[src/rtl/bp_pkg.sv]
// Shared types for the branch predictor: RV32I branch funct3 codes,
// the 2-bit BHT counter encoding and the BTB entry layout.
package bp_pkg;

    localparam int BP_XLEN = 32;

    localparam logic [2:0] F3_BEQ  = 3'b000;
    localparam logic [2:0] F3_BNE  = 3'b001;
    localparam logic [2:0] F3_BLT  = 3'b100;
    localparam logic [2:0] F3_BGE  = 3'b101;
    localparam logic [2:0] F3_BLTU = 3'b110;
    localparam logic [2:0] F3_BGEU = 3'b111;

    typedef enum logic [1:0] {
        SNT = 2'b00,
        WNT = 2'b01,
        WT  = 2'b10,
        ST  = 2'b11
    } bht_state_t;

    typedef struct packed {
        logic               valid;
        logic [BP_XLEN-1:0] tag;
        logic [BP_XLEN-1:0] target;
        logic               is_jump;
    } btb_entry_t;

    // Saturating 2-bit counter step: the ends (SNT/ST) absorb further moves.
    function automatic bht_state_t bht_next(input bht_state_t state, input logic taken);
        bht_state_t result;
        case (state)
            SNT:     result = taken ? WNT : SNT;
            WNT:     result = taken ? WT  : SNT;
            WT:      result = taken ? ST  : WNT;
            default: result = taken ? ST  : WT;
        endcase
        return result;
    endfunction

endpackage

[src/rtl/branch_resolve.sv]
// Execute-stage branch/jump resolution: direction, target, corrected PC
// and mispredict against the prediction made in fetch. Purely combinational.
module branch_resolve
    import bp_pkg::*;
#(
    parameter int XLEN = 32
) (
    input  logic            is_branch,
    input  logic            is_jal,
    input  logic            is_jalr,
    input  logic [2:0]      funct3,
    input  logic [XLEN-1:0] pc,
    input  logic [XLEN-1:0] rs1,
    input  logic [XLEN-1:0] rs2,
    input  logic [XLEN-1:0] imm,
    input  logic            pred_taken,
    input  logic [XLEN-1:0] pred_target,
    output logic            taken,
    output logic [XLEN-1:0] target,
    output logic [XLEN-1:0] correct_pc,
    output logic            mispredict,
    output logic            cond_valid
);

    logic cond;

    // NOTE: every signal driven here gets a default first, so no path leaves it unassigned (no latch).
    always_comb begin
        cond       = 1'b0;
        cond_valid = 1'b1;
        case (funct3)
            F3_BEQ:  cond = (rs1 == rs2);
            F3_BNE:  cond = (rs1 != rs2);
            F3_BLT:  cond = ($signed(rs1) <  $signed(rs2));
            F3_BGE:  cond = ($signed(rs1) >= $signed(rs2));
            F3_BLTU: cond = (rs1 <  rs2);
            F3_BGEU: cond = (rs1 >= rs2);
            default: cond_valid = 1'b0;
        endcase
    end

    always_comb begin
        taken = 1'b0;
        if (is_jal || is_jalr) begin
            taken = 1'b1;
        end else if (is_branch) begin
            taken = cond;
        end

        target     = is_jalr ? ((rs1 + imm) & ~XLEN'(1)) : (pc + imm);
        correct_pc = taken ? target : (pc + XLEN'(4));
        mispredict = (taken != pred_taken) || (taken && (target != pred_target));
    end

endmodule

[src/rtl/branch_predict_unit.sv]
// Fetch PC owner with a direct-mapped BTB and 2-bit BHT for prediction;
// resolves execute-stage branches/jumps, redirects on mispredict, counts events.
module branch_predict_unit
    import bp_pkg::*;
#(
    parameter int              XLEN     = 32,
    parameter int              ENTRIES  = 16,
    parameter logic [XLEN-1:0] RESET_PC = {XLEN{1'b0}},
    parameter int              CNT_W    = 32
) (
    input  logic             clk,
    input  logic             rst_n,
    input  logic             stall,
    output logic [XLEN-1:0]  pc_o,
    output logic             pred_taken_o,
    output logic [XLEN-1:0]  pred_target_o,
    input  logic             ex_valid,
    input  logic             ex_is_branch,
    input  logic             ex_is_jal,
    input  logic             ex_is_jalr,
    input  logic [2:0]       ex_funct3,
    input  logic [XLEN-1:0]  ex_pc,
    input  logic [XLEN-1:0]  ex_rs1,
    input  logic [XLEN-1:0]  ex_rs2,
    input  logic [XLEN-1:0]  ex_imm,
    input  logic             ex_pred_taken,
    input  logic [XLEN-1:0]  ex_pred_target,
    output logic             flush_o,
    output logic [XLEN-1:0]  link_o,
    output logic [CNT_W-1:0] branch_cnt_o,
    output logic [CNT_W-1:0] mispred_cnt_o
);

    localparam int IDX_W = $clog2(ENTRIES);

    btb_entry_t btb [ENTRIES];
    bht_state_t bht [ENTRIES];

    logic [IDX_W-1:0]   fetch_idx;
    logic [BP_XLEN-1:0] fetch_tag;
    btb_entry_t         fetch_entry;
    logic               fetch_hit;

    assign fetch_idx   = pc_o[IDX_W+1:2];
    assign fetch_tag   = BP_XLEN'(pc_o >> (IDX_W + 2));
    assign fetch_entry = btb[fetch_idx];
    assign fetch_hit   = fetch_entry.valid && (fetch_entry.tag == fetch_tag);

    assign pred_taken_o  = fetch_hit && (fetch_entry.is_jump || bht[fetch_idx][1]);
    assign pred_target_o = fetch_hit ? XLEN'(fetch_entry.target) : (pc_o + XLEN'(4));

    logic            res_taken;
    logic [XLEN-1:0] res_target;
    logic [XLEN-1:0] res_correct_pc;
    logic            res_mispredict;
    logic            res_cond_valid;

    branch_resolve #(.XLEN(XLEN)) u_resolve (
        .is_branch   (ex_is_branch),
        .is_jal      (ex_is_jal),
        .is_jalr     (ex_is_jalr),
        .funct3      (ex_funct3),
        .pc          (ex_pc),
        .rs1         (ex_rs1),
        .rs2         (ex_rs2),
        .imm         (ex_imm),
        .pred_taken  (ex_pred_taken),
        .pred_target (ex_pred_target),
        .taken       (res_taken),
        .target      (res_target),
        .correct_pc  (res_correct_pc),
        .mispredict  (res_mispredict),
        .cond_valid  (res_cond_valid)
    );

    logic               resolving;
    logic [IDX_W-1:0]   ex_idx;
    logic [BP_XLEN-1:0] ex_tag;

    assign resolving = ex_valid && (ex_is_branch || ex_is_jal || ex_is_jalr);
    assign ex_idx    = ex_pc[IDX_W+1:2];
    assign ex_tag    = BP_XLEN'(ex_pc >> (IDX_W + 2));
    assign flush_o   = resolving && res_mispredict;
    assign link_o    = ex_pc + XLEN'(4);

    // NOTE: sequential state is written with non-blocking assignments only, so every flop samples pre-edge values.
    always_ff @(posedge clk) begin
        if (!rst_n) begin
            pc_o <= RESET_PC;
        end else if (flush_o) begin
            pc_o <= res_correct_pc;
        end else if (!stall) begin
            pc_o <= pred_target_o;
        end
    end

    // NOTE: only the BTB valid bits and BHT counters are reset; tag/target/is_jump are don't-care until valid.
    always_ff @(posedge clk) begin
        if (!rst_n) begin
            for (int i = 0; i < ENTRIES; i++) begin
                btb[i].valid <= 1'b0;
                bht[i]       <= WNT;
            end
        end else begin
            if (resolving && ex_is_branch && res_cond_valid) begin
                bht[ex_idx] <= bht_next(bht[ex_idx], res_taken);
            end
            if (resolving && res_taken) begin
                btb[ex_idx] <= '{valid:   1'b1,
                                 tag:     ex_tag,
                                 target:  BP_XLEN'(res_target),
                                 is_jump: ex_is_jal || ex_is_jalr};
            end
        end
    end

    always_ff @(posedge clk) begin
        if (!rst_n) begin
            branch_cnt_o  <= '0;
            mispred_cnt_o <= '0;
        end else begin
            if (resolving) branch_cnt_o  <= branch_cnt_o + CNT_W'(1);
            if (flush_o)   mispred_cnt_o <= mispred_cnt_o + CNT_W'(1);
        end
    end

endmodule
[config.mk]
export PLATFORM = sky130hd
export DESIGN_NAME = branch_predict_unit
export DESIGN_NICKNAME = d
export VERILOG_FILES = /design/src/rtl/bp_pkg.sv /design/src/rtl/branch_resolve.sv /design/src/rtl/branch_predict_unit.sv
export SDC_FILE = /design/constraint.sdc
export NUM_CORES = 1
export LEC_CHECK = 0
export ABC_AREA = 1
export CAP_MARGIN = 20
export CELL_PAD_IN_SITES_DETAIL_PLACEMENT = 1
export CELL_PAD_IN_SITES_GLOBAL_PLACEMENT = 2
export CORE_UTILIZATION = 32
export CTS_CLUSTER_DIAMETER = 100
export DETAILED_ROUTE_END_ITERATION = 8
export DONT_BUFFER_PORTS = 1
export PLACE_DENSITY = 0.69
export SETUP_SLACK_MARGIN = 0.15
export SYNTH_ARGS = -nofsm -noshare
export SYNTH_HDL_FRONTEND = slang
export SYNTH_SLANG_ARGS = --single-unit
[constraint.sdc]
create_clock -name clk -period 6.53 [get_ports clk]
set_input_delay 1.306 -clock clk [delete_from_list [all_inputs] [get_ports clk]]
set_output_delay 1.306 -clock clk [all_outputs]
set_load 0.03 [all_outputs]
# [After elaboration in Yosys (flattened, before gate mapping)]
# Memories as Yosys holds them, arrays and structs flattened. A register that Yosys moved wholly into a read port is not among the register bits.
# Index checks and enable logic that the tools add are counted.
[word_totals] in_bits=171 output_inout_bits=162 memories=2 wordCells=79 register_bits=96 mem_bits_rw=992
[memory_table] memory="btb" depth=16 word_bits=60 rd=1 rd_ports_with_merged_regs=1 write_ports=16 line="branch_predict_unit.sv:36" source="btb_entry_t btb [ENTRIES];"
[memory_table] memory="bht" depth=16 word_bits=2 rd=2 rd_ports_with_merged_regs=1 write_ports=16 line="branch_predict_unit.sv:37" source="bht_state_t bht [ENTRIES];"
[classes] n_mux=33 reduce_logical=18 n_eq_ne=13 add_sub_neg=6 magnitude_cmp=4
[op_table] operator="two-way mux 32 bit" n=5
[op_table] operator="adder 32 x 1 -> 32 bit (second input constant)" n=2
[op_table] operator="adder 32 x 3 -> 32 bit (second input constant)" n=2
[op_table] operator="adder 32 bit" n=2
[op_table] operator="greater-or-equal comparator 32 bit" n=2
[op_table] operator="less-than comparator 32 bit" n=2
[op_table] operator="!= test 32 bit" n=2
[op_table] operator="two-way mux 60 bit" n=1
[op_table] operator="OR reduction 60 bit" n=1
[op_table] operator="equality test 32 x 26 -> 1 bit" n=1
[op_table] operator="equality test 32 bit" n=1
[op_table] operator="two-way mux 4 bit" n=6
[op_table] operator="two-way mux 1 bit" n=13
[op_table] operator="equality test 3 bit (second input constant)" n=4
[op_table] operator="two-way mux 2 bit" n=6
[op_table] operator="logical AND 1 bit" n=8
[op_table] operator="one-hot mux 1 bit (6 select lines)" n=1
[op_table] operator="one-hot mux 2 bit (3 select lines)" n=1
[op_table] operator="OR reduction 6 bit" n=1
[op_table] operator="logical OR 1 bit" n=5
[op_table] operator="equality test 3 x 1 -> 1 bit (second input constant)" n=1
[op_table] operator="zero test 3 bit" n=1
[op_table] operator="equality test 2 x 1 -> 1 bit (second input constant)" n=1
[op_table] operator="equality test 2 bit (second input constant)" n=1
[op_table] operator="4 further kinds" n=4

# [Logic depth before layout (Yosys ltp)]
[depth] depth_word=10 mapped_depth=26 mapped_depth_nobuf=24

# [By module]
# From an unflattened synthesis, not the netlist that was laid out.
[hier_totals] hier_cells=6069 area_unflattened_um2=55020.3
[modules_own_cells] module="branch_predict_unit" cells_per_inst=4422 area_each_um2=47063.9 instances=1
[modules_own_cells] module="branch_resolve" cells_per_inst=1647 area_each_um2=7956.4 instances=1

# [Worst setup path after synthesis]
# Ideal clock, no wire load.
[synth_timing] path_type="input -> register" startpoint="input ex_rs2[31]" endpoint="memory btb[0][0] in the netlist's numbering, enable pin" arrival_time_ns=5.704 setup_slack_ns=0.349 path_buffers=2 stages=18 cell_sequence="inv_1 > ha_1 > nand2_1 > nor2_1 > nand4_1 > nor4_2 > nand2_1 > nand2_1 > nand2_1 > nand3_1 > nand2_1 > nand3_1 > nand2_1 > nand2_2 > buf_4 > nand3_1 > clkbuf_1 > nor2_1"
[synth_lines] item="from (decl)" line="branch_predict_unit.sv:24" source="input logic [XLEN-1:0] ex_rs2,"
[synth_lines] item="to (decl)" line="branch_predict_unit.sv:36"

==> flow_metrics.env <==
export IMPL_synth_top_cell_area_share=0.5451
export IMPL_critical_path_slowest_cell="dfxtp_4"
export IMPL_detailed_place_area_sq_um=57560
export IMPL_ys_top_cells_by_count="nand2_1, edfxtp_1, nor2_1, o21ai_0, inv_1"
export IMPL_worst_slew_pin_transition_ns=1.096
export IMPL_crit_path_max_fanout=94
export IMPL_wl_per_instance_um=27.04
export IMPL_design_final_nets=6034
export IMPL_path_common_cell="nand2_1"
export IMPL_ys_seq_area_frac=0.5883
export IMPL_clock_tree_htree_level_count=3
export IMPL_run_status="completed"
export IMPL_drive_above_1_share=0.07414
export IMPL_worst_hold_path_type="reg -> reg"
export IMPL_grt_ovfl_total=0
export IMPL_fin_crit_ns=6.172
export IMPL_detail_route_vias_per_cell=5.360
export IMPL_postSynth_asyncResetShare=0
export IMPL_synth_most_common_cell="nand2_1"
export IMPL_die_area_sq_um=169700
export IMPL_worst_hold_path_num_cells=2
export IMPL_synthesis_instances=5722
export IMPL_core_rowCount=150
export IMPL_yosysWarningCount=0
export IMPL_power_sequential_fraction=0.449
export IMPL_dominantRegCellSynth="edfxtp_1"
export IMPL_criticalPathCategory="reg -> out"
export IMPL_number_of_synthesized_flops_with_an_enable_pin=976
export IMPL_worst_clock_skew_ns=0.04153
export IMPL_power_switching_fraction=0.2923
export IMPL_design_core_area_sq_um=167000
export IMPL_power_ir_vdd_worst_mv=0.2407
export IMPL_worst_ep_arrival_ns=4.87
export IMPL_timing_hold_violations_final=0
export IMPL_relSlewSlack=0.2641
export IMPL_maxSlewViolCount=0
export IMPL_multi_input_area_sq_um=19090
export IMPL_critical_path_cell_count=18
export IMPL_share_comb_of_total_power=0.163
export IMPL_total_switching_power_w=0.005180
export IMPL_post_route_drc_count=0
export IMPL_maxCapViolations=0
export IMPL_grt_pass1_vias=43770
export IMPL_leakage_dissipation_nw=22.80
export IMPL_drt_iter0_markers=3059
export IMPL_setup_slack_ns=0.3575
export IMPL_cp_num_buf_inv=5
export IMPL_hold_buffers=0
export IMPL_totalWireLength_mm=218.3
export IMPL_clock_latency_ns=0.74
export IMPL_grt_setup_unrepaired="yes"
export IMPL_timing_final_setup_violations=0
export IMPL_dr_total_vias=43280
export IMPL_antenna_violations_before_repair=13
export IMPL_cts_made_buffers=119
export IMPL_cp_cell_sequence="clkinv_8 > buf_12 > buf_4 > nor2_1 > nor2_1 > o21ai_0 > nand2_1 > nand2_1 > nand2_1 > nand2_1 > nand3_1 > nand4_1 > nor2_1 > nand2_1 > buf_4 > nand3_1 > and2_1 > buf_12"
export IMPL_portion_of_the_clock_cycle_consumed_by_the_worst_path_in_the_final_layout=0.9452
export IMPL_clock_pin_slew_reported_for_the_worst_setup_and_hold_paths_after_clock_tree_synthesis_ns=0.06
export IMPL_area_growth_synth_to_final_pct=14.68
export IMPL_pin_count=333
export IMPL_r2r_setup_slack_ns=1.94
export IMPL_gp_congestion=0.9391
export IMPL_placement_io_buffers=0
export IMPL_final_cell_area_sq_um=61660
export IMPL_place_ws_ns=0.8577
export IMPL_die_height_um=411.9
export IMPL_dpl_hpwl_mm=153.4
export IMPL_effective_utilization_at_floorplan=0.3219
export IMPL_timing_setup_tns_ns=0
export IMPL_fp_dieW_um=411.9
export IMPL_dr_pass1_iters=5
export IMPL_start_kind="register"
export IMPL_synth_area_leaders="edfxtp_1, nand2_1, nor2_1"
export IMPL_ys_seq_elements=1092
export IMPL_internal_power_w=0.01254
export IMPL_tritoncts="done"
export IMPL_post_synth_instance_area_sq_um=53760
export IMPL_syn_avg_cell_area_sq_um=9.396
export IMPL_grt_start_max_net_pins=113
export IMPL_end_kind="output port"
export IMPL_seq_area_sq_um=31650
export IMPL_track_usage=0.2524
export IMPL_critical_path_required_ns=5.22
export IMPL_tritoncts_num_sinks=1092
export IMPL_clock_root_buffer="clkbuf_16"
export IMPL_cts_path_max_buffers=3
export IMPL_achievable_frequency_ghz=0.1620
export IMPL_slowest_delay_ns=0.66
export IMPL_p_total_w=0.01772
export IMPL_clock_power_share=0.388
export IMPL_synth_cell_type_count=54
export IMPL_grt_first_pass_wirelength_mm=311.0
export IMPL_timing_hold_ws_ns=0.4578
export IMPL_p_per_area_nw_per_um2=287.5
export IMPL_mappedNetlistNets=5995
export IMPL_postRouteAntennaNets=0
export IMPL_critPathTopFamily="simple AND/OR/NAND/NOR gates"
export IMPL_r2r_worst_path_cells=21
export IMPL_fillers=18920
export IMPL_cell_taking_the_most_area_after_synthesis="edfxtp_1"
==> flip-flops by register name, indices dropped and copies added, names as in the netlist, named ones only <==
name,flops
bht,32
btb,960
mispred_cnt_o,32
pc_o,32
branch_cnt_o,32
==> cells in the final DEF (no fill, tap or decap), drive strengths merged, types with 100 or more instances in the layout <==
cell,count
ha,100
nand3,395
nor2,915
inv,506
a21oi,133
clkbuf,150
o21ai,590
dfxtp,116
buf,178
nand2,1096
edfxtp,976
==> logic make-up (layout without fill, tap and decap cells) <==
| kind of cell | after synthesis | in the layout | synth area share |
|---|---|---|---|
| flip-flops | 1092 | 1092 | 0.5883 |
| AND/OR/NAND/NOR | 2666 | 2666 | 0.2092 |
| AO/OA/AOI/OAI | 1003 | 1003 | 0.1072 |
| buffers and inverters | 775 | 920 | 0.05755 |
| adder cells (fa/ha/maj) | 102 | 102 | 0.02402 |
| XOR/XNOR | 84 | 84 | 0.01368 |
| other | 0 | 3 | 0 |
==> worst reg2reg max path, cell delays in order (launching register included) <==
cell      delay, ns
dfxtp_4        0.66
clkinv_8       0.24
buf_12         0.26
buf_4          0.56
nor2_1         0.12
nor2_1         0.04
o21ai_0        0.10
nand2_1        0.07
nand2_1        0.06
nand2_1        0.11
nand2_1        0.14
nand3_1        0.17
nand4_1        0.17
nor2_1         0.06
nand3b_1       0.12
nor2_4         0.06
buf_4          0.21
o21ai_1        0.87
nand2_1        0.22
nand2_1        0.12
nor2_1         0.04
nor2_1         0.10
==> power groups by stage <==
stage          Combinational [W]  Clock, W  Sequential, W
2_1_floorplan            0.00169         0        0.00805
3_3_place_gp             0.00285         0        0.00811
3_5_place_dp             0.00288         0        0.00811
4_1_cts                  0.00289   0.00699        0.00796
5_1_grt                  0.00313   0.00723        0.00797
6_report                 0.00289   0.00687        0.00797
==> worst paths after layout <==
path                                             start                      to
worst max-delay path                          register       pred_target_o[11]
worst min-delay path            btb[11][59]$_SDFF_PP1_  btb[11][59]$_SDFF_PP1_
worst max register to register                register    pc_o[6]$_SDFFE_PN0P_
worst min register to register  btb[11][59]$_SDFF_PP1_  btb[11][59]$_SDFF_PP1_
==> through the flow <==
stage / cells / util
after global placement: 7829 / 0.3446
after CTS: 8058 / 0.3686
after detailed placement: 7831 / 0.3446
final: 8074 / 0.3691
after floorplan: 5722 / -
after global routing: 8073 / 0.3691
==> timing repair <==
item	4_1_cts	5_1_grt
buffers inserted	0	0
resized for setup	0	2
setup endpoints to repair	0	2
hold endpoints to repair	0	0
==> area by class of cell <==
type / count / share of cell area
clock buffers: 141 / 0.05132
clock inverters: 86 / 0.01360
repair buffers: 187 / 0.03572
well taps: 2204 / 0.04473
diodes: 3 / 0.0001218
multi-input cells: 3855 / 0.3096
flip-flops and latches: 1092 / 0.5133
inverters: 506 / 0.03164
==> routing by layer <==
layer	track usage	vias to the layer above	part of all wire
li1	-	19850	-
met1	0.3356	21860	0.44
met2	0.4036	1331	0.45
met3	0.06778	227	0.084
met4	0.06782	4	0.025
met5	0	-	0.00012
Power figures use the tool's default switching activity.
